===== config.mk =====
export PLATFORM = sky130hd
export DESIGN_NAME = instr_mem_loader
export DESIGN_NICKNAME = d
export VERILOG_FILES = /design/src/rtl/instr_mem_loader.sv
export SDC_FILE = /design/constraint.sdc
export NUM_CORES = 1
export LEC_CHECK = 0
export ABC_AREA = 1
export BUFFER_PORTS_ARGS = -buffer_cell sky130_fd_sc_hd__buf_2
export CORE_UTILIZATION = 33
export CTS_CLUSTER_DIAMETER = 200
export DETAILED_ROUTE_END_ITERATION = 6
export PLACE_DENSITY_LB_ADDON = 0.3
export SYNTH_ARGS = -nofsm -noshare
export SYNTH_HDL_FRONTEND = slang
export SYNTH_SLANG_ARGS = --single-unit

===== constraint.sdc =====
create_clock -name clk -period 2.8 [get_ports clk]
set_clock_uncertainty 0.2 [all_clocks]
set_input_delay 0.14 -clock clk [delete_from_list [all_inputs] [get_ports clk]]
set_output_delay 0.14 -clock clk [all_outputs]
set_load 0.01 [all_outputs]

===== src/rtl/instr_mem_loader.sv =====
// instr_mem_loader: streams byte pairs from a serial source into instruction memory words.
module instr_mem_loader #(
  parameter int ADDR_W = 10,
  parameter int DATA_W = 16
) (
  input  logic              clk,
  input  logic              reset,
  input  logic              start,
  input  logic [ADDR_W-1:0] base_addr,
  input  logic [ADDR_W:0]   word_count,
  input  logic [7:0]        rx_data,
  input  logic              rx_valid,
  output logic              rx_ready,
  output logic              mem_we,
  output logic [ADDR_W-1:0] mem_addr,
  output logic [DATA_W-1:0] mem_wdata,
  output logic              busy,
  output logic              done,
  output logic [ADDR_W:0]   words_written
);
  localparam logic [2:0] IDLE = 3'd0, LOAD_HI = 3'd1, LOAD_LO = 3'd2, WRITE = 3'd3, DONE = 3'd4;
  logic [2:0]        state;
  logic [ADDR_W-1:0] addr;
  logic [ADDR_W:0]   count;
  logic [7:0]        hi;
  logic              xfer;
  logic [ADDR_W:0]   next_ww;
  assign rx_ready = (state == LOAD_HI) || (state == LOAD_LO);
  assign mem_we   = state == WRITE;
  assign busy     = rx_ready || mem_we;
  assign done     = state == DONE;
  assign xfer     = rx_valid && rx_ready;
  assign next_ww  = words_written + 1'b1;
  // mem_addr/mem_wdata are registered when the low byte lands so they hold after WRITE
  always_ff @(posedge clk) begin
    if (reset) begin
      state         <= IDLE;
      addr          <= '0;
      count         <= '0;
      hi            <= '0;
      mem_addr      <= '0;
      mem_wdata     <= '0;
      words_written <= '0;
    end else begin
      case (state)
        IDLE: if (start) begin
          words_written <= '0;
          if (word_count != '0) begin
            addr  <= base_addr;
            count <= word_count;
            state <= LOAD_HI;
          end else state <= DONE;
        end
        LOAD_HI: if (xfer) begin
          hi    <= rx_data;
          state <= LOAD_LO;
        end
        LOAD_LO: if (xfer) begin
          mem_addr  <= addr;
          mem_wdata <= DATA_W'({hi, rx_data});
          state     <= WRITE;
        end
        WRITE: begin
          addr          <= addr + 1'b1;
          words_written <= next_ww;
          state         <= (next_ww == count) ? DONE : LOAD_HI;
        end
        default: state <= IDLE;
      endcase
    end
  end
endmodule


# Word level (Yosys, flattened, before mapping)
# Cells that the tools add are included.
[word_totals]
register_bits = 69
input_bits = 33
output_inout_bits = 41
wordCells = 41
[op_classes]
n_addsub = 2
n_eq_ne = 9
n_mux = 11
n_reduce_logical = 12
[op_table]
columns = ["operator", "count"]
rows = [
  ["$pmux W11 S2", 1],
  ["$mux W10", 2],
  ["$pmux W10 S2", 1],
  ["$mux W3", 5],
  ["$pmux W3 S4", 1],
  ["$add A11 B1 Y11 const B", 1],
  ["$eq A11 B11 Y1", 1],
  ["$mux W11", 1],
  ["$reduce_bool A11 Y1", 1],
  ["$add A10 B1 Y10 const B", 1],
  ["$reduce_and A3 Y1", 3],
  ["$ne A2 B2 Y1 const B", 4],
  ["$eq A3 B2 Y1 const B", 2],
  ["$reduce_and A2 Y1", 3],
  ["$eq A3 B1 Y1 const B", 1],
  ["$eq A3 B3 Y1 const B", 1],
  ["$logic_not A3 Y1", 1],
  ["$logic_or A1 B1 Y1", 2],
  ["$reduce_bool A2 Y1", 1],
  ["$logic_and A1 B1 Y1", 1],
]

# Longest topological paths before layout
# Gate-level depths: netlist (run 1).
[logic_depth]
depth_word = 5
depth_mapped = 14
ltp_nobuf = 14

# Least setup slack after synthesis (run 1)
# No wires, ideal clock.
[synth_timing]
path_kind = "register to register"
from = "reg words_written[0]"
to = "reg state[0]"
setup_time_ps = 132
arrival_time_ps = 1576
required_time_ps = 2468
path_slack_ps = 892
stages_incl_launch_ff = 15
n_path_buf = 0
synth_period_minus_slack_ps = 1908
cell_sequence = "dfxtp_1 -> ha_1 -> nand2_2 -> nor2_4 -> nand2_1 -> nand3_1 -> nand2_1 -> nor2_1 -> nand2_1 -> nor2_1 -> nand3_1 -> nand2_1 -> nand2_1 -> nand2_1 -> a21oi_1"
[synth_via]
elab_chain_cells = 4
[synth_rtl]
columns = ["item", "line_no", "rtl"]
rows = [
  ["start: declaration", "19", "output logic [ADDR_W:0] words_written"],
  ["start signal: assignment", "65", "words_written <= next_ww;"],
  ["$add A11 B1 Y11", "33", "assign next_ww = words_written + 1'b1;"],
  ["$eq A11 B11 Y1", "66", "state <= (next_ww == count) ? DONE : LOAD_HI;"],
  ["$mux W3", "66", ""],
  ["$pmux W3 S4", "45", "case (state)"],
  ["end signal: assignment", "66", ""],
  ["end: declaration", "22", "logic [2:0] state;"],
]
# No other way between the ends.
# A chain may end at the register's enable or synchronous reset.

# Final worst setup path (run 1)
[layout_timing]
from = "in word_count[3]"
to = "reg state[2]"
[layout_via]
elab_chain_cells = 4
[layout_rtl]
columns = ["item", "line_no", "rtl"]
rows = [
  ["start: declaration", "10", "input logic [ADDR_W:0] word_count,"],
  ["$reduce_bool A11 Y1", "48", "if (word_count != '0) begin"],
  ["$mux W3", "48", ""],
  ["$mux W3", "46", "IDLE: if (start) begin"],
  ["$pmux W3 S4", "45", ""],
]
# No other way between the ends. The select of a mux whose other input is x is not followed.

==> flow_summary.ini, run 1 <==
[logic_synthesis]
synthDistinctLibCells = 33
ys_seq_area_frac = 0.444
yosysWarnings = 0
synth.cell_area_um2 = 3110
syn-num-nets = 484
synth_seq_cells = 69
syn_inst = 449
syn_area_per_cell_um2 = 6.92
ys.flop_type = dfxtp_1
synth-async-reset-ratio = 0
synth_edf_count = 0

[global_routing]
grt_max_degree = 33
antenna_found_initial = 0
grt_pass1_wl_um = 13900
grt_usage = 0.180
grt-ovfl-total = 0
grt_pass1_vias = 3032

[cells_and_area]
finalCoreUtilization = 0.443
syn2layout_area_growth_pct = 31.2
nets = 588
fillCellCount = 963
final_area_um2 = 4080
diodes = 0
final_common_cell = nand2_1
layout_common_cells = nand2_1 (88), nor2_1 (78), buf_2 (73)
drive_above_1_share = 0.185
fin_cells = 669

[detailed_routing]
detail_route.wl_per_cell_um = 12.5
wirelength_um = 8390
via_count = 3187
dr.first_iter.drc_count = 132
ant_nets = 0
drcViolationCount = 0
dr.pass1.iters = 4
routed_via_density = 4.76

[power_and_ir_drop]
static-leakage-power_nw = 1.88
power_density_nw_per_um2 = 558
ir_drop_uv = 277

[sta]
drv_slew = 0
slew_headroom = 0.589
rsz0062_at_grt = no
period_minus_slack_ps = 2620
post-route-period-util = 0.935
hold_viol_final = 0
fin_tns_setup_ps = 0
finalSetupViolations = 0
max_freq_mhz = 382
worst-slew-pin-transition_ps = 615

[clock_tree]
cts_hold_buf = 33
clkTransAtPathRegs_ps = 80
insertion_delay_ps = 350
cts_tree = done
cts_buffers = 9
cts_htree_levels = 3
cts_max_path_buffers = 2
cts_resized = 0
clockRootBuffer = clkbuf_8
post_cts_buffers = 0
clkSinkCount = 69

[setup_path]
required_ps = 2880
crit_slowest_cell = dlygate4sd3_1
cpMostUsedCell = dlygate4sd3_1
crit_path_start_kind = input port
criticalPathCategory = input port to flop
cpPeakStageDelay_ps = 640
critical_path_arrival_ps = 2700
critPathMaxFanout = 2
path_cells = dlygate4sd3_1 -> buf_2 -> nor4_1 -> dlygate4sd3_1 -> nand4_1 -> dlygate4sd3_1 -> a21oi_1
end_kind = flop

[die]
die_area_um2 = 9810
die_w_um = 99.0
die_h_um = 99.0
fp.coreArea_um2 = 9200
fp-row-count = 35
start_util = 0.338
ios = 74

[flow_run]
cap_viol_max_count = 0

[run_status]
outcome = finished, final reports clean

[placed_design]
dp_hpwl_um = 5740
placed_area_um2 = 3570
portBuffers = 73
dp_cells = 620
routabilityCongestion = 0.802

[min_path]
hold_path_class = input port to flop
[critical path, delay by kind of cell]
kind                   cells  cell delay, ps
buffers and inverters      4            1890
and+or+nand+nor            2             530
AOI/OAI and AO/OA          1             130
[Yosys cell counts, types with 4 or more instances]
| library cell | count | share of area |
|---|---|---|
| clkbuf_1 | 9 | 0.011 |
| inv_1 | 40 | 0.048 |
| nor2_1 | 79 | 0.095 |
| nand3_1 | 23 | 0.037 |
| nand4_1 | 5 | 0.010 |
| buf_2 | 6 | 0.0097 |
| nand2_1 | 88 | 0.11 |
| nor3_1 | 4 | 0.0064 |
| dfxtp_1 | 69 | 0.44 |
| o21ai_0 | 50 | 0.081 |
| a21oi_1 | 43 | 0.069 |
[report_power, final]
part	switching [mW]	leakage (nW)	internal [mW]
sequential	0.0526	0.562	1.07
combinational	0.255	1.24	0.164
clock	0.415	0.0820	0.324
total	0.722	1.88	1.55
[worst paths after layout]
check	startpoint	endpoint	slack (ps)	cells past startpoint
worst max-delay path	word_count[3]	state[2]	180	7
worst min-delay path	reset	count[8]	30	2
worst max register to register	words_written[0]	state[0]	620	14
worst min register to register	addr[9]	addr[9]	270	2
[state kept, by name (all words and copies together), names as in the netlist]
signal,cells
words_written,11
addr,10
mem_addr,10
state,3
hi,8
count,11
mem_wdata,16
[cell families after synthesis]
group / count (synthesis) / share of synthesized area
XOR/XNOR: 3 / 0.0129
buffers and inverters: 61 / 0.0761
flip-flops: 69 / 0.444
AO/OA/AOI/OAI: 106 / 0.182
AND/OR/NAND/NOR: 208 / 0.277
adder cells (fa/ha/maj): 2 / 0.00805
[per-layer routing]
layer,track usage,routed length [um],vias up
li1,-,-,1680
met1,0.229,4030,1426
met2,0.293,3900,74
met3,0.0433,366,7
met4,0.0700,92,0
met5,0,0,-
[final cells by class]
class                      instances  area [um^2]  area share
multi-input combinational        319         1490       0.366
sequential                        69         1380       0.339
timing repair buffer             110          726       0.178
inverter                          44          165      0.0405
tap                              111          139      0.0341
clock buffer                       9          124      0.0304
clock inverter                     7         50.0      0.0123
[stage by stage]
step / worst slack, ps / power, mW / hold WS (ps)
4_1_cts: 238 / 2.30 / 12.7
2_1_floorplan: 892 / 1.39 / 74.9
5_1_grt: 112 / 2.41 / 45.7
3_5_place_dp: 640 / 1.52 / 190
3_3_place_gp: 658 / 1.52 / 183
6_report: 181 / 2.28 / 34.1
No activity file was read; power rests on OpenSTA's default activity.
==> run 2: changes to the inputs <==
- CORE_ASPECT_RATIO: default -> 1.1
==> run 2 against run 1 <==
Net effect:
- worst setup slack got worse by 58 ps
- via count grew 1.3%
- total power is 3.5% higher
- critical path depth unchanged
- fmax fell by 2.2%
- largest cell class unchanged
- sequential power is essentially flat
- global-route usage rose by 0.22 points
- clock power up 10%
- first-iteration DRC count is 21% lower
==> flow_summary.ini, run 2 (same netlist as run 1, synthesis figures left out) <==
[global_routing]
grt_usage = 0.182
grt_pass1_vias = 3069
antenna_found_initial = 0
grt_pass1_wl_um = 14100
grt-ovfl-total = 0
grt_max_degree = 33

[setup_path]
path_depth = 7
rrSetupSlack_ps = 670
crit_path_start_kind = input port
criticalPathCategory = input port to flop
r2r_cells = 14
cpPeakStageDelay_ps = 640
reg2reg_to = state[0]
r2r_start = words_written[0]
cpMostUsedCell = dlygate4sd3_1
end_kind = flop
path_cells = dlygate4sd3_1 -> buf_2 -> nor4_1 -> dlygate4sd3_1 -> nand4_1 -> dlygate4sd3_1 -> a21oi_1
critical_path_arrival_ps = 2750
required_ps = 2870
crit_slowest_cell = dlygate4sd3_1
critPathMaxFanout = 2
cp_top_family = buffers and inverters
crit_end = state[2]
cp-startpoint = word_count[3]
crit_buf_inv = 4

[detailed_routing]
drcViolationCount = 0
dr.pass1.iters = 4
detail_route.wl_per_cell_um = 12.7
routed_via_density = 4.81
ant_nets = 0
dr.first_iter.drc_count = 104
wirelength_um = 8550
via_count = 3230

[flow_run]
cap_viol_max_count = 0

[placed_design]
portBuffers = 73
routabilityCongestion = 0.824
dp_hpwl_um = 5800
placed_area_um2 = 3580

[cells_and_area]
largest_register = mem_wdata
final_common_cell = nand2_1
final_area_um2 = 4100
drive_above_1_share = 0.183
fillCellCount = 944
diodes = 0
syn2layout_area_growth_pct = 31.8
nets = 588
largest_reg_flops = 16
largestRegisters = mem_wdata x16, count x11, words_written x11
layout_common_cells = nand2_1 (88), nor2_1 (78), buf_2 (73)

[die]
fp.coreArea_um2 = 9010
start_util = 0.345
die_area_um2 = 9810
die_h_um = 104
fp-row-count = 36
ios = 74
die_w_um = 94.5

[sta]
period_minus_slack_ps = 2680
finalSetupViolations = 0
drv_slew = 0
hold_viol_final = 0
post-route-period-util = 0.956
fin_tns_setup_ps = 0
worst-slew-pin-transition_ps = 677
rsz0062_at_grt = no
slew_headroom = 0.548
max_freq_mhz = 374

[power_and_ir_drop]
power_frac_comb = 0.179
p_int_mw = 1.67
p_sw_frac = 0.293
static-leakage-power_nw = 1.90
sequentialPowerShare = 0.475
switchingPower_mw = 0.691
power_density_nw_per_um2 = 575
ir_drop_uv = 259
p_clk_frac = 0.346

[clock_tree]
post_cts_buffers = 0
cts_max_path_buffers = 2
cts_resized = 0
cts_htree_levels = 3
insertion_delay_ps = 340
cts_tree = done
clkSinkCount = 69
clockRootBuffer = clkbuf_8
cts_buffers = 9
clkTransAtPathRegs_ps = 80

[min_path]
hold_path_class = input port to flop

[run_status]
outcome = finished, final reports clean
-- run 2: cell types whose count changed in the layout (fill, tap and decap cells not counted), sizes merged --
cell	change
buf	+1
clkinvlp	-2
bufinv	+1
dlygate4sd3	-1
inv	-2
clkbuf	+3
-- run 2: timing repair --
| action | CTS | global route |
|---|---|---|
| setup endpoints to repair | 0 | 0 |
| endpoints found under the hold margin | 39 | 0 |
| hold buffers | 32 | 0 |
-- run 2: worst min-delay path, cell delays in order --
cell	delay (ps)
buf_2	100
nor2_1	90
nor2_1	50
o21ai_0	70
a21oi_1	60
-- run 2: how the worst min path moves through the flow --
stage	startpoint	to	slack, ps	depth (start not counted)
finish	base_addr[9]	addr[9]	20	5
global route	reset	words_written[3]	40	2
CTS	base_addr[9]	addr[9]	9	5
detailed placement	rx_data[4]	mem_wdata[4]	190	3
global placement	rx_data[1]	hi[1]	180	3
floorplan	rx_data[0]	hi[0]	70	2
-- run 2: metal layers --
metal | global-route usage | vias to the layer above | part of all wire
li1 | - | 1673 | -
met2 | 0.298 | 87 | 0.45
met5 | 0 | - | 0
met3 | 0.0492 | 14 | 0.057
met1 | 0.228 | 1456 | 0.47
met4 | 0.0606 | 0 | 0.015
-- run 2: cell type report --
class / count / area (um^2) / area share
Timing Repair Buffer: 110 / 723 / 0.176
Multi-Input combinational cell: 319 / 1490 / 0.364
Sequential cell: 69 / 1380 / 0.337
Clock buffer: 12 / 145 / 0.0354
Clock inverter: 4 / 47.5 / 0.0116
Inverter: 44 / 165 / 0.0403
Tap cell: 114 / 143 / 0.0348
-- run 2: per-stage QoR --
step,worst slack [ps],util,power [mW],std cells,hold slack (ps)
2_1_floorplan,892,-,1.39,449,74.9
3_3_place_gp,714,0.398,1.52,624,182
3_5_place_dp,653,0.398,1.53,624,193
4_1_cts,210,0.455,2.38,672,9.06
5_1_grt,102,0.455,2.50,672,38.6
6_report,124,0.455,2.36,672,20.5
-- run 2: power by group through the flow --
stage          clock [mW]  combinational [mW]  sequential, mW
6_report            0.814               0.423            1.12
5_1_grt             0.885               0.480            1.13
4_1_cts             0.838               0.424            1.12
3_5_place_dp            0               0.388            1.14
3_3_place_gp            0               0.382            1.14
2_1_floorplan           0               0.250            1.14
